===== config.mk =====
export PLATFORM = sky130hd
export DESIGN_NAME = link_sync_ctrl
export DESIGN_NICKNAME = d
export VERILOG_FILES = /design/src/rtl/link_sync_pkg.sv /design/src/rtl/sat_counter.sv /design/src/rtl/link_sync_ctrl.sv
export SDC_FILE = /design/constraint.sdc
export NUM_CORES = 1
export LEC_CHECK = 0
export BUFFER_PORTS_ARGS = -buffer_cell sky130_fd_sc_hd__buf_2
export CAP_MARGIN = 20
export CORE_ASPECT_RATIO = 1.4
export CORE_MARGIN = 4
export CORE_UTILIZATION = 60
export CTS_CLUSTER_SIZE = 25
export DETAILED_ROUTE_END_ITERATION = 12
export PLACE_DENSITY = 0.93
export SLEW_MARGIN = 20
export SYNTH_ARGS = -nofsm -noshare
export SYNTH_HDL_FRONTEND = slang
export SYNTH_SLANG_ARGS = --single-unit
export TNS_END_PERCENT = 20

===== constraint.sdc =====
create_clock -name clk_i -period 4.54 [get_ports clk_i]
set_input_delay 0 -clock clk_i [delete_from_list [all_inputs] [get_ports clk_i]]
set_output_delay 0 -clock clk_i [all_outputs]
set_load 0.01 [all_outputs]

===== src/rtl/link_sync_pkg.sv =====
// Shared types and constants for the 8b/10b word-alignment controller.
// Imported by the FSM top level.
package link_sync_pkg;

    typedef enum logic [1:0] {
        StHunt   = 2'd0,
        StVerify = 2'd1,
        StLocked = 2'd2
    } sync_state_e;

    // Commas as {K flag, 8-bit value}.
    localparam logic [8:0] COMMA_K28_1 = 9'h13C;
    localparam logic [8:0] COMMA_K28_5 = 9'h1BC;

    function automatic logic is_bad(input logic code_err, input logic disp_err);
        return code_err | disp_err;
    endfunction

endpackage


===== src/rtl/sat_counter.sv =====
// Up-counter that sticks at all-ones; a clear has priority over an increment.
module sat_counter #(
    parameter int unsigned WIDTH = 16
) (
    input  logic             clk_i,
    input  logic             rst_ni,
    input  logic             inc,
    input  logic             clr,
    output logic [WIDTH-1:0] count
);

    always_ff @(posedge clk_i or negedge rst_ni) begin
        if (!rst_ni) begin
            count <= '0;
        end else if (clr) begin
            count <= '0;
        end else if (inc && (count != '1)) begin
            count <= count + 1'b1;
        end
    end

endmodule


===== src/rtl/link_sync_ctrl.sv =====
// Word-alignment / link-sync FSM: hunts for the comma with bit-slips, verifies lock,
// gates payload while locked and falls back to hunting on accumulated errors.
module link_sync_ctrl
    import link_sync_pkg::*;
#(
    parameter logic [8:0]  COMMA         = COMMA_K28_1,
    parameter int unsigned HUNT_WORDS    = 16,
    parameter int unsigned VERIFY_COMMAS = 3,
    parameter int unsigned BAD_MAX       = 4,
    parameter int unsigned GOOD_CLEAR    = 4,
    parameter int unsigned SLIP_GUARD    = 2
) (
    input  logic        clk_i,
    input  logic        rst_ni,
    input  logic        word_stb_i,
    input  logic [8:0]  word_i,
    input  logic        code_err_i,
    input  logic        disp_err_i,
    input  logic        err_clr_i,
    output logic        bitslip_o,
    output logic        sync_o,
    output logic [7:0]  rx_data_o,
    output logic        rx_k_o,
    output logic        rx_valid_o,
    output logic [1:0]  state_o,
    output logic [15:0] err_cnt_o
);

    localparam int unsigned WcW = (HUNT_WORDS > 1) ? $clog2(HUNT_WORDS) : 1;
    localparam int unsigned CcW = $clog2(VERIFY_COMMAS + 1);
    localparam int unsigned BcW = $clog2(BAD_MAX + 1);
    localparam int unsigned GrW = $clog2(GOOD_CLEAR + 1);
    localparam int unsigned GdW = (SLIP_GUARD > 0) ? $clog2(SLIP_GUARD + 1) : 1;

    localparam logic [WcW-1:0] WordLast  = WcW'(HUNT_WORDS - 1);
    localparam logic [CcW-1:0] CommaLast = CcW'(VERIFY_COMMAS - 1);
    localparam logic [BcW-1:0] BadLast   = BcW'(BAD_MAX - 1);
    localparam logic [GrW-1:0] GoodLast  = GrW'(GOOD_CLEAR - 1);
    localparam logic [GrW-1:0] GoodFull  = GrW'(GOOD_CLEAR);
    localparam logic [GdW-1:0] GuardLoad = GdW'(SLIP_GUARD);

    sync_state_e    state, state_next;
    logic [WcW-1:0] word_cnt, word_cnt_next;
    logic [CcW-1:0] comma_cnt, comma_cnt_next;
    logic [BcW-1:0] bad_cnt, bad_cnt_next;
    logic [GrW-1:0] good_run, good_run_next;
    logic [GdW-1:0] guard, guard_next;
    logic           slip_next, valid_next, k_next, err_inc;
    logic [7:0]     data_next;
    logic           bad, comma;

    assign bad   = is_bad(code_err_i, disp_err_i);
    assign comma = !bad && (word_i == COMMA);

    always_comb begin
        state_next     = state;
        word_cnt_next  = word_cnt;
        comma_cnt_next = comma_cnt;
        bad_cnt_next   = bad_cnt;
        good_run_next  = good_run;
        guard_next     = guard;
        slip_next      = 1'b0;
        valid_next     = 1'b0;
        data_next      = rx_data_o;
        k_next         = rx_k_o;
        err_inc        = 1'b0;

        if (word_stb_i) begin
            // Strobes inside the post-slip guard window carry stale deserializer data.
            if (guard != '0) begin
                guard_next = guard - 1'b1;
            end else begin
                unique case (state)
                    StHunt: begin
                        if (comma) begin
                            word_cnt_next = '0;
                            if (VERIFY_COMMAS == 1) begin
                                state_next    = StLocked;
                                bad_cnt_next  = '0;
                                good_run_next = '0;
                                valid_next    = 1'b1;
                                data_next     = word_i[7:0];
                                k_next        = word_i[8];
                            end else begin
                                state_next     = StVerify;
                                comma_cnt_next = CcW'(1);
                            end
                        end else if (word_cnt == WordLast) begin
                            slip_next     = 1'b1;
                            word_cnt_next = '0;
                            guard_next    = GuardLoad;
                        end else begin
                            word_cnt_next = word_cnt + 1'b1;
                        end
                    end
                    StVerify: begin
                        if (bad) begin
                            state_next     = StHunt;
                            word_cnt_next  = '0;
                            comma_cnt_next = '0;
                        end else if (comma) begin
                            if (comma_cnt == CommaLast) begin
                                state_next     = StLocked;
                                word_cnt_next  = '0;
                                comma_cnt_next = '0;
                                bad_cnt_next   = '0;
                                good_run_next  = '0;
                                valid_next     = 1'b1;
                                data_next      = word_i[7:0];
                                k_next         = word_i[8];
                            end else begin
                                comma_cnt_next = comma_cnt + 1'b1;
                            end
                        end else if (word_cnt == WordLast) begin
                            state_next     = StHunt;
                            slip_next      = 1'b1;
                            word_cnt_next  = '0;
                            comma_cnt_next = '0;
                            guard_next     = GuardLoad;
                        end else begin
                            word_cnt_next = word_cnt + 1'b1;
                        end
                    end
                    StLocked: begin
                        valid_next = 1'b1;
                        data_next  = word_i[7:0];
                        k_next     = word_i[8];
                        if (bad) begin
                            err_inc       = 1'b1;
                            good_run_next = '0;
                            if (bad_cnt == BadLast) begin
                                state_next   = StHunt;
                                bad_cnt_next = '0;
                            end else begin
                                bad_cnt_next = bad_cnt + 1'b1;
                            end
                        end else if (good_run != GoodFull) begin
                            // good_run parks at GoodFull while there is nothing to forgive.
                            if ((good_run == GoodLast) && (bad_cnt != '0)) begin
                                bad_cnt_next  = bad_cnt - 1'b1;
                                good_run_next = '0;
                            end else begin
                                good_run_next = good_run + 1'b1;
                            end
                        end
                    end
                    default: begin
                        state_next = StHunt;
                    end
                endcase
            end
        end
    end

    always_ff @(posedge clk_i or negedge rst_ni) begin
        if (!rst_ni) begin
            state      <= StHunt;
            word_cnt   <= '0;
            comma_cnt  <= '0;
            bad_cnt    <= '0;
            good_run   <= '0;
            guard      <= '0;
            bitslip_o  <= 1'b0;
            rx_valid_o <= 1'b0;
            rx_data_o  <= '0;
            rx_k_o     <= 1'b0;
        end else begin
            state      <= state_next;
            word_cnt   <= word_cnt_next;
            comma_cnt  <= comma_cnt_next;
            bad_cnt    <= bad_cnt_next;
            good_run   <= good_run_next;
            guard      <= guard_next;
            bitslip_o  <= slip_next;
            rx_valid_o <= valid_next;
            rx_data_o  <= data_next;
            rx_k_o     <= k_next;
        end
    end

    assign sync_o  = (state == StLocked);
    assign state_o = state;

    sat_counter #(
        .WIDTH (16)
    ) u_err_cnt (
        .clk_i  (clk_i),
        .rst_ni (rst_ni),
        .inc    (err_inc),
        .clr    (err_clr_i),
        .count  (err_cnt_o)
    );

endmodule


==> metrics.txt <==
setup TNS 0 ns; # clock sinks 43; Yosys top cell by area dfrtp_1; CP endpoint kind flip-flop; final setup fails 0; flop2flop setup slack 2.05 ns; Worst Path Buf+Inv 1; status finished clean; HPWL after DPL 4100 µm; Main synth FF type dfrtp_1; clk_skew 0.0182 ns; Core Area 3950 µm²; Hold Crit Class primary input to flip-flop; Synth async-reset ratio 100%; Sw Share 26.6%; fin crit share 54.9%; CP cell instances inv_1 > ha_1 > o2111ai_1 > nor3_1 > o311ai_0 > xor2_1 > nor2_1; Fill cells 268; Slew headroom 38.2%; Worst-Skew Late Latency 0.30 ns; post-synth design cell area 2470 µm²; Worst Tran Pin Value 0.927 ns; CP max stage cell nor3_1; DRT iter0 DRCs 173; CP peak stage delay 0.64 ns; Total Wirelength 5810 µm; Yosys cell types 48; Clock Tree Buf Depth 2; Critical Path RT 4.76 ns; Psw 230 µW; setup bufs post-CTS 0; area share of the leading cell type in the synthesized netlist 43.6%; worst path arrival time 2.72 ns; max cap viols 0; 1st-pass router iterations 4; final worst slack 2.05 ns; Critical Path Fanout Max 9; Routability Congestion 0.884; Internal Power 632 µW; max layer used met4; Die W 62.2 µm; nets@finish 333; Fmax 0.401 GHz; TritonCTS Buffers 5; Synth warnings 0; wire per inst 16.7 µm; Seq cells post-synth 43; Post-synth EDFFs 0; Post-Syn Nets 276; first-pass GRT wire length 10,000 µm; htree depth 2; row cnt 27; Clock power frac 33.7%; met3 wire len 377 µm; unrepaired setup endpoints after global routing false; # port buffers 44; GRT overflow 0; post-route antenna net violation count 0; largest net degree at the start of global routing 44; Cell Pwr Density 294 nW/µm²; initial antenna violation count 0; Clock transition at path regs 0.09 ns; depth of the most critical reg-to-reg path 7; sequential area share after synthesis 43.6%; via count 2,094; Syn Area/Cell 9.96 µm²; GRT Resource Usage Total 23.2%; combinational share of power 16.3%; DRC errors left 0; clock root cell clkbuf_8; Area contributors post-synth dfrtp_1, ha_1, nor2_1; Period minus WS final 2.49 ns; vias in the first global route 2,179; I/O pin count 45; share of cells above drive strength 1 23.3%; full die area 5220 µm²; CTS tree done; DIE HEIGHT 83.9 µm; Hold Violations, Final 0; WP depth 7; hold path cells 2; Placement Setup Slack 2.10 ns; sequential share of power 50.0%; Critical Path Source Type flip-flop; metal2 WL 3180 µm; CP Class flip-flop to flip-flop; Max VDD drop 268 µV; CP top delay family simple AND/OR/NAND/NOR gates; Vias/cell 6.02; Starting Density 62.5%; Max Slew Vio Count 0; Area Growth Syn to Fin 18.5%; leakage power 1.42 nW; routed length on met1 2100 µm; Cells after Synth 248; Antenna diodes 0
==> repair_timing <==
item / in CTS / in global routing
gates resized for setup: 0 / 0
hold buffers: 10 / 0
hold endpoints to repair: 52 / 0
setup endpoints to repair: 0 / 0
==> layout make-up <==
| cell class | instances | area, µm² | share of cell area (%) |
|---|---|---|---|
| clock buffers | 6 | 72.6 | 2.48 |
| inverters | 19 | 71.3 | 2.44 |
| clock inverters | 1 | 30.0 | 1.03 |
| well taps | 43 | 53.8 | 1.84 |
| flip-flops and latches | 43 | 1080 | 36.8 |
| multi-input cells | 182 | 1300 | 44.5 |
| repair buffers | 54 | 320 | 10.9 |
==> per-stage QoR <==
stage | power (mW) | hold WS, ns | util (%) | cell area, µm² | cells
6_report | 0.862 | 0.0529 | 74.1 | 2930 | 348
5_1_grt | 0.909 | 0.0836 | 74.1 | 2930 | 348
4_1_cts | 0.861 | 0.0651 | 74.0 | 2920 | 348
3_5_place_dp | 0.570 | 0.195 | 68.9 | 2720 | 331
3_3_place_gp | 0.561 | 0.186 | 68.9 | 2720 | 331
2_1_floorplan | 0.527 | -0.296 | - | 2470 | 248
==> cell families (layout without fill, tap and decap cells) <==
kind of cell             after synthesis  in the layout  share of synthesized area [%]
AND/OR/NAND/NOR                      101            101                           22.3
flip-flops                            43             43                           43.6
AO/OA/AOI/OAI                         35             35                           9.12
buffers and inverters                 23             80                           3.80
multiplexers                          18             18                           9.27
XOR/XNOR                              15             15                           5.32
adder cells (fa/ha/maj)               13             13                           6.59
==> power by group through the flow <==
| stage | Sequential (mW) | Combinational (mW) | Clock, mW |
|---|---|---|---|
| 2_1_floorplan | 0.435 | 0.0921 | 0 |
| 3_3_place_gp | 0.436 | 0.124 | 0 |
| 3_5_place_dp | 0.437 | 0.133 | 0 |
| 4_1_cts | 0.430 | 0.140 | 0.291 |
| 5_1_grt | 0.435 | 0.159 | 0.314 |
| 6_report | 0.431 | 0.140 | 0.291 |
==> sequential cells by signal, summed over array words and instances (netlist names) <==
signal           flops
bad_cnt              3
bitslip_o            1
comma_cnt            2
good_run             3
guard                2
rx_data_o            8
rx_k_o               1
rx_valid_o           1
state_o              2
u_err_cnt.count     16
word_cnt             4
==> final timing paths <==
kind | endpoint | start
max in group asynchronous | rx_data_o[1]$_DFFE_PN0P_ | rst_ni
min in group asynchronous | u_err_cnt.count[5]$_DFFE_PN0P_ | rst_ni
worst max register to register | u_err_cnt.count[7]$_DFFE_PN0P_ | state_o[0]$_DFFE_PN0P_
worst min register to register | word_cnt[3]$_DFFE_PN0P_ | word_cnt[3]$_DFFE_PN0P_
worst max-delay path | u_err_cnt.count[7]$_DFFE_PN0P_ | state_o[0]$_DFFE_PN0P_
worst min-delay path | u_err_cnt.count[5]$_DFFE_PN0P_ | err_clr_i
==> layer usage <==
metal,global-route usage (%),vias up
met5,0,-
met1,24.8,1012
met3,4.85,14
met4,9.66,0
li1,-,989
met2,42.8,79
==> cell usage after synthesis (3+ instances only) <==
library cell,number
nand4_1,7
mux2_2,4
nand3_1,7
o21ai_0,8
nor3b_1,3
ha_1,13
o311ai_0,3
nand2_1,13
mux2_1,3
inv_1,19
xor2_1,8
a31oi_1,3
mux2i_1,3
or3_1,3
xnor2_1,7
o21ai_1,4
nand2b_1,3
nor3_1,8
mux2_4,8
nor2_1,34
a21oi_1,5
dfrtp_1,43
o31ai_1,4
and3_1,4
==> worst register-to-register path, stage by stage (launching register included) <==
cell	delay, ns
dfrtp_1	0.42
inv_1	0.09
ha_1	0.33
o2111ai_1	0.35
nor3_1	0.64
o311ai_0	0.30
xor2_1	0.19
nor2_1	0.11
==> placed cells by master (no fill, tap or decap), drive strengths merged, types with 2 or more instances in the layout <==
cell type,count
nand4b,2
or2,3
nor3b,3
clkbuf,6
o211ai,2
ha,13
o31ai,4
xor2,8
o21ai,12
a31oi,3
and3,4
mux2i,3
a21oi,6
xnor2,7
o311ai,3
nand4,7
dfrtp,43
dlygate4sd3,10
nor4,4
a211oi,2
inv,19
mux2,15
nor3,9
buf,44
nand2,13
nor4b,2
or3,4
nand2b,3
nand3,7
nor2,34
(Power assumes the default switching activity.)
